<file path="src/rtl/ov7670_stream_emulator.sv">
// OV7670-style byte stream transmitter: reads RGB565 pixels from a 1-cycle sync RAM
// and emits v_sync/href/data with parameterised line and frame timing.
module ov7670_stream_emulator #(
    parameter int H_ACTIVE      = 320,
    parameter int V_ACTIVE      = 240,
    parameter int H_BLANK       = 144,
    parameter int VSYNC_LINES   = 3,
    parameter int V_BACK_LINES  = 17,
    parameter int V_FRONT_LINES = 10,
    parameter int ADDR_W        = 17
) (
    input  logic              pclk,
    input  logic              reset,
    input  logic              enable,
    output logic              rEn,
    output logic [ADDR_W-1:0] rAddr,
    input  logic [15:0]       rData,
    output logic              v_sync,
    output logic              href,
    output logic [7:0]        ov7670_data,
    output logic              frame_done
);

    localparam int LINE_LEN  = 2 * H_ACTIVE + H_BLANK;
    localparam int H_W       = $clog2(LINE_LEN);
    localparam int MAX_AB    = (V_ACTIVE > V_BACK_LINES) ? V_ACTIVE : V_BACK_LINES;
    localparam int MAX_SF    = (VSYNC_LINES > V_FRONT_LINES) ? VSYNC_LINES : V_FRONT_LINES;
    localparam int MAX_LINES = (MAX_AB > MAX_SF) ? MAX_AB : MAX_SF;
    localparam int L_W       = (MAX_LINES > 1) ? $clog2(MAX_LINES) : 1;

    localparam bit NO_BACK  = (V_BACK_LINES == 0);
    localparam bit NO_FRONT = (V_FRONT_LINES == 0);
    localparam bit HAS_MID  = (H_ACTIVE > 1);

    localparam logic [H_W-1:0] H_LAST    = H_W'(LINE_LEN - 1);
    localparam logic [H_W-1:0] H_PRE     = H_W'(LINE_LEN - 2);
    localparam logic [H_W-1:0] H_ACT_END = H_W'(2 * H_ACTIVE);
    localparam logic [H_W-1:0] H_RD_LAST = H_W'(HAS_MID ? 2 * H_ACTIVE - 4 : 0);

    localparam logic [L_W-1:0] VS_LAST = L_W'((VSYNC_LINES > 0) ? VSYNC_LINES - 1 : 0);
    localparam logic [L_W-1:0] VB_LAST = L_W'(NO_BACK ? 0 : V_BACK_LINES - 1);
    localparam logic [L_W-1:0] VA_LAST = L_W'(V_ACTIVE - 1);
    localparam logic [L_W-1:0] VF_LAST = L_W'(NO_FRONT ? 0 : V_FRONT_LINES - 1);

    localparam logic [2:0] S_IDLE    = 3'd0;
    localparam logic [2:0] S_VSYNC   = 3'd1;
    localparam logic [2:0] S_V_BACK  = 3'd2;
    localparam logic [2:0] S_ACTIVE  = 3'd3;
    localparam logic [2:0] S_V_FRONT = 3'd4;

    localparam logic [2:0]     LAST_STATE = NO_FRONT ? S_ACTIVE : S_V_FRONT;
    localparam logic [L_W-1:0] LAST_LN    = NO_FRONT ? VA_LAST : VF_LAST;

    // Position counters describe the cycle currently on the outputs.
    logic [2:0]        st, st_n;
    logic [H_W-1:0]    h, h_n;
    logic [L_W-1:0]    ln, ln_n;
    logic              ln_last;
    logic [2:0]        frame_next;
    logic [15:0]       pix_hold;
    logic              rd_pend;
    logic [ADDR_W-1:0] rd_next;

    logic              href_n, vsync_n, fd_n, ren_n, pix_rd, first_rd, frame_start;
    logic [7:0]        data_n;

    always_comb begin
        case (st)
            S_VSYNC:   ln_last = (ln == VS_LAST);
            S_V_BACK:  ln_last = (ln == VB_LAST);
            S_ACTIVE:  ln_last = (ln == VA_LAST);
            S_V_FRONT: ln_last = (ln == VF_LAST);
            default:   ln_last = 1'b0;
        endcase
    end

    assign frame_next = enable ? S_VSYNC : S_IDLE;

    always_comb begin
        // NOTE: every comb output gets a default first so no path leaves it unassigned (no latch).
        st_n = st;
        h_n  = h;
        ln_n = ln;
        if (st == S_IDLE) begin
            if (enable) begin
                st_n = S_VSYNC;
                h_n  = '0;
                ln_n = '0;
            end
        end else if (h != H_LAST) begin
            h_n = h + 1'b1;
        end else begin
            h_n = '0;
            if (!ln_last) begin
                ln_n = ln + 1'b1;
            end else begin
                ln_n = '0;
                case (st)
                    S_VSYNC:  st_n = NO_BACK ? S_ACTIVE : S_V_BACK;
                    S_V_BACK: st_n = S_ACTIVE;
                    S_ACTIVE: st_n = NO_FRONT ? frame_next : S_V_FRONT;
                    default:  st_n = frame_next;
                endcase
            end
        end
    end

    // Outputs are derived from the next position and registered alongside it.
    always_comb begin
        vsync_n     = (st_n == S_VSYNC);
        href_n      = (st_n == S_ACTIVE) && (h_n < H_ACT_END);
        fd_n        = (st_n == LAST_STATE) && (ln_n == LAST_LN) && (h_n == H_LAST);
        frame_start = (st_n == S_VSYNC) && (ln_n == '0) && (h_n == '0);
        // Pixels 1.. of a line are fetched two cycles ahead of their high byte;
        // pixel 0 is fetched from the tail of the preceding line's blanking.
        pix_rd      = HAS_MID && (st_n == S_ACTIVE) && !h_n[0] && (h_n <= H_RD_LAST);
        first_rd    = (h_n == H_PRE) &&
                      (((st_n == S_ACTIVE) && (ln_n != VA_LAST)) ||
                       ((st_n == S_V_BACK) && (ln_n == VB_LAST)) ||
                       (NO_BACK && (st_n == S_VSYNC) && (ln_n == VS_LAST)));
        ren_n       = pix_rd || first_rd;
        data_n      = 8'h00;
        if (href_n) begin
            data_n = h_n[0] ? pix_hold[7:0] : rData[15:8];
        end
    end

    always_ff @(posedge pclk or posedge reset) begin
        if (reset) begin
            st          <= S_IDLE;
            h           <= '0;
            ln          <= '0;
            v_sync      <= 1'b0;
            href        <= 1'b0;
            ov7670_data <= 8'h00;
            frame_done  <= 1'b0;
            rEn         <= 1'b0;
            rAddr       <= '0;
            rd_next     <= '0;
            rd_pend     <= 1'b0;
            pix_hold    <= 16'h0000;
        end else begin
            // NOTE: sequential state uses non-blocking assignments so every register sees pre-edge values.
            st          <= st_n;
            h           <= h_n;
            ln          <= ln_n;
            v_sync      <= vsync_n;
            href        <= href_n;
            ov7670_data <= data_n;
            frame_done  <= fd_n;
            rEn         <= ren_n;
            rd_pend     <= rEn;
            if (rd_pend) begin
                pix_hold <= rData;
            end
            if (ren_n) begin
                rAddr   <= rd_next;
                rd_next <= rd_next + 1'b1;
            end else if (frame_start) begin
                rd_next <= '0;
            end
        end
    end

endmodule
</file>
<file path="config.mk">
export PLATFORM = sky130hd
export DESIGN_NAME = ov7670_stream_emulator
export DESIGN_NICKNAME = d
export VERILOG_FILES = /design/src/rtl/ov7670_stream_emulator.sv
export SDC_FILE = /design/constraint.sdc
export NUM_CORES = 1
export LEC_CHECK = 0
export CORE_MARGIN = 3
export CORE_UTILIZATION = 40
export CTS_BUF_LIST = sky130_fd_sc_hd__clkbuf_16
export CTS_CLUSTER_SIZE = 12
export DETAILED_ROUTE_END_ITERATION = 12
export MAX_ROUTING_LAYER = met4
export PLACE_DENSITY_LB_ADDON = 0.25
export RECOVER_POWER = 50
export SYNTH_ARGS = -nofsm -noshare
export SYNTH_HDL_FRONTEND = slang
export SYNTH_SLANG_ARGS = --single-unit
</file>
<file path="constraint.sdc">
create_clock -name pclk -period 4.48 [get_ports pclk]
set_input_delay 0.672 -clock pclk [delete_from_list [all_inputs] [get_ports pclk]]
set_output_delay 0.672 -clock pclk [all_outputs]
set_load 0.05 [all_outputs]
</file>
==> impl_results.md <==
- Failing checks: capacitance limit, slew limit
- Routed via count: 3578
- Simple-gate share of the synthesized area: 22.1%
- Synth Instances: 441
- CP Launch Point: st[2]$_DFF_PP0_
- Cts bufs inserted: 9
- Post-cts resize count: 0
- Main combinational cell family by area after synthesis: simple AND/OR/NAND/NOR gates
- Per-cell routed wire length: 16.4 um
- CP endpoint kind: register
- Fin crit period: 4.13 ns
- Power Density: 286 nW/um2
- Die Y-Extent: 111 um
- Total of max-cap violations: 1
- Worst hold path class: reg -> reg
- Post-layout net count: 506
- Req. time, crit path: 4.68 ns
- Top cells by area, synth: dfrtp_1, nand2_1, mux2_2
- Post-synth ARST share: 100%
- Post-Synth XOR/XNOR Area: 1.19%
- Non-filler cells, final: 625
- P&R area growth vs syn: 20.2%
- Top-count cell post-synth: dfrtp_1
- Final number of max-transition violations: 49
- Clock latency on the worst-skew pair: 0.33 ns
- Die Wd: 111 um
- Clock Path Buffers: 2
- Post-synthesis sequential area ratio: 43.2%
- Compound-gate portion of the synthesized area: 19.2%
- Post-placement cell count: 608
- Hold Slack: 0.383 ns
- Initial antenna violation count: 0
- # diodes: 0
- F_max: 242 MHz
- Status: finished with violations
- Vias in the first global route: 3381
- CP max FO: 16
- Drt total wl: 10200 um
- EDFF count, synth: 0
- Clk slew on worst S/H paths: 0.07 ns
- Grt ovf: 0
- Post-route clock period utilization: 92.2%
- Final Hold Fails: 0
- Hold_buf cts: 0
- Drt pass-1 iters: 4
- Post-synthesis mux area share: 8.68%
- Synthesized area per cell: 9.97 um2
- R2R setup slack: 0.35 ns
- WS Path Type: reg -> reg
- Overall Power: 1.51 mW
- Largest net degree at the start of global routing: 49
- Post-synthesis register bit count: 76
- Clock Sinks: 76
- CTS H-tree depth: 3
- Worst slew margin: -20.8%
- Cell area after synthesis: 4400 um2
- Initial Util: 41.9%
- Most used DFF post-synth: dfrtp_1
- Clk root buf: clkbuf_16
- R2r startpoint: st[2]$_DFF_PP0_
- Reg2Reg Capture Point: rd_next[15]$_DFFE_PP0P_
- Syn Nets: 463
- RSZ-0062 raised after global routing: no
- All-Layer GR Usage: 17.4%
- Setup Viol. Count Final: 0
- Post-synthesis adder-cell area fraction: 0.853%
- Final ANT Viol Nets: 0
- CP Launch Type: register
- R2R cell count: 10
- Routed vias/inst: 5.72
- Area leader, netlist: dfrtp_1
- Actual slew at the worst max-slew pin: 1.81 ns
- P_leak: 2.20 nW
- First-pass GRT wire length: 17400 um
- Final HPWL DP: 7340 um
- Finished Core Util: 50.3%
- Share of cells above drive strength 1: 15.3%
- Drc violations: 0
- DRT iter0 DRCs: 287
- Peak supply drop: 0.000212 V
- # rows: 37
- Sum Neg Setup Slack: 0 ns
- IO Pins: 48
- CORE AREA: 10500 um2
- Worst setup endpoint: rd_next[15]$_DFFE_PP0P_
- Syn. warnings: 0
- Synth unique cells: 76
- Leading cell types by count after synthesis: dfrtp_1, nand2_1, a21oi_1
- Area share of the largest cell type after synthesis: 43.2%
- Port buffer count: 47
- Clock Skew: 0.00839 ns
- GPL Wtd Cong: 0.879
- Die footprint: 12300 um2
- TritonCTS clock tree: done
- WP data arrival: 4.33 ns
[power by group]
part           switching (mW)  internal, mW
registers                   0         0.686
logic                  0.0168        0.0125
clock network           0.298         0.498
[per-layer routing]
layer | track usage [%] | up-vias | wire, um
met5 | - | - | 0
met4 | 5.99 | 0 | 191
met3 | 3.06 | 13 | 439
met2 | 26.7 | 84 | 4870
met1 | 23.3 | 1753 | 4740
li1 | - | 1728 | -
[how the worst min path moves through the flow]
stage / from / end / slack [ns] / cells past startpoint
finish: rEn$_DFF_PP0_ / rd_pend$_DFF_PP0_ / 0.38 / 0
global route: rEn$_DFF_PP0_ / rd_pend$_DFF_PP0_ / 0.40 / 0
CTS: rEn$_DFF_PP0_ / rd_pend$_DFF_PP0_ / 0.39 / 0
detailed placement: rEn$_DFF_PP0_ / rd_pend$_DFF_PP0_ / 0.37 / 0
global placement: rEn$_DFF_PP0_ / rd_pend$_DFF_PP0_ / 0.37 / 0
floorplan: pix_hold[0]$_DFFE_PP0P_ / pix_hold[0]$_DFFE_PP0P_ / 0.48 / 1
[layout make-up]
| cell class | count | area [um2] |
|---|---|---|
| repair buffers | 58 | 546 |
| inverters | 13 | 48.8 |
| clock inverters | 7 | 105 |
| multi-input cells | 326 | 2290 |
| flip-flops and latches | 76 | 1900 |
| clock buffers | 9 | 225 |
| well taps | 136 | 170 |
| fillers | 943 | 5220 |
[metrics by stage]
| stage | area [um2] | setup WS (ns) |
|---|---|---|
| detailed placement | 4950 | 0.0861 |
| global route | 5290 | 0.0452 |
| CTS | 5290 | 0.190 |
| floorplan | 4400 | 1.08 |
| global placement | 4950 | 0.133 |
| finish | 5290 | 0.350 |
[what timing repair did]
item / 4_1_cts / 5_1_grt
hold endpoints to repair: 0 / 0
setup endpoints to repair: 0 / 31
setup buffers: 0 / 1
[cell usage in the layout (no fill, tap or decap), drive strengths merged, types with 7 or more instances in the layout]
master	netlist	routed
nand2	63	63
a221o	13	13
nand4	8	8
buf	18	9
dfrtp	76	76
o21ai	19	19
nand3	17	17
nor3	10	10
clkdlybuf4s50	0	36
a211oi	9	9
mux2	27	27
o211ai	7	7
inv	12	16
a21oi	26	26
clkbuf	8	11
dlygate4sd3	0	11
nor2	17	17
or3	15	15
[critical path, cell delays in order, from the launching register on]
cell      delay [ns]
dfrtp_1         0.56
nor3_2          0.75
nor4_1          0.12
a211oi_1        0.40
or3b_1          0.43
nor4_2          0.34
nand4_1         0.16
o31a_1          0.31
buf_4           0.21
o211a_1         0.30
a221o_1         0.43
[state kept, by name, summed over array words and instances, names as in the netlist]
name         count
frame_done       1
rAddr           17
ov7670_data      8
ln               8
st               3
rEn              1
v_sync           1
pix_hold         8
rd_pend          1
href             1
h               10
rd_next         17
[logic make-up (layout without fill, tap and decap cells)]
kind of cell / Yosys count / after routing
simple gates: 176 / 176
flops: 76 / 76
buf+inv: 39 / 87
xor+xnor: 6 / 6
mux: 31 / 31
fa+ha+maj: 3 / 3
compound gates: 110 / 110
Power figures use the tool's default switching activity.
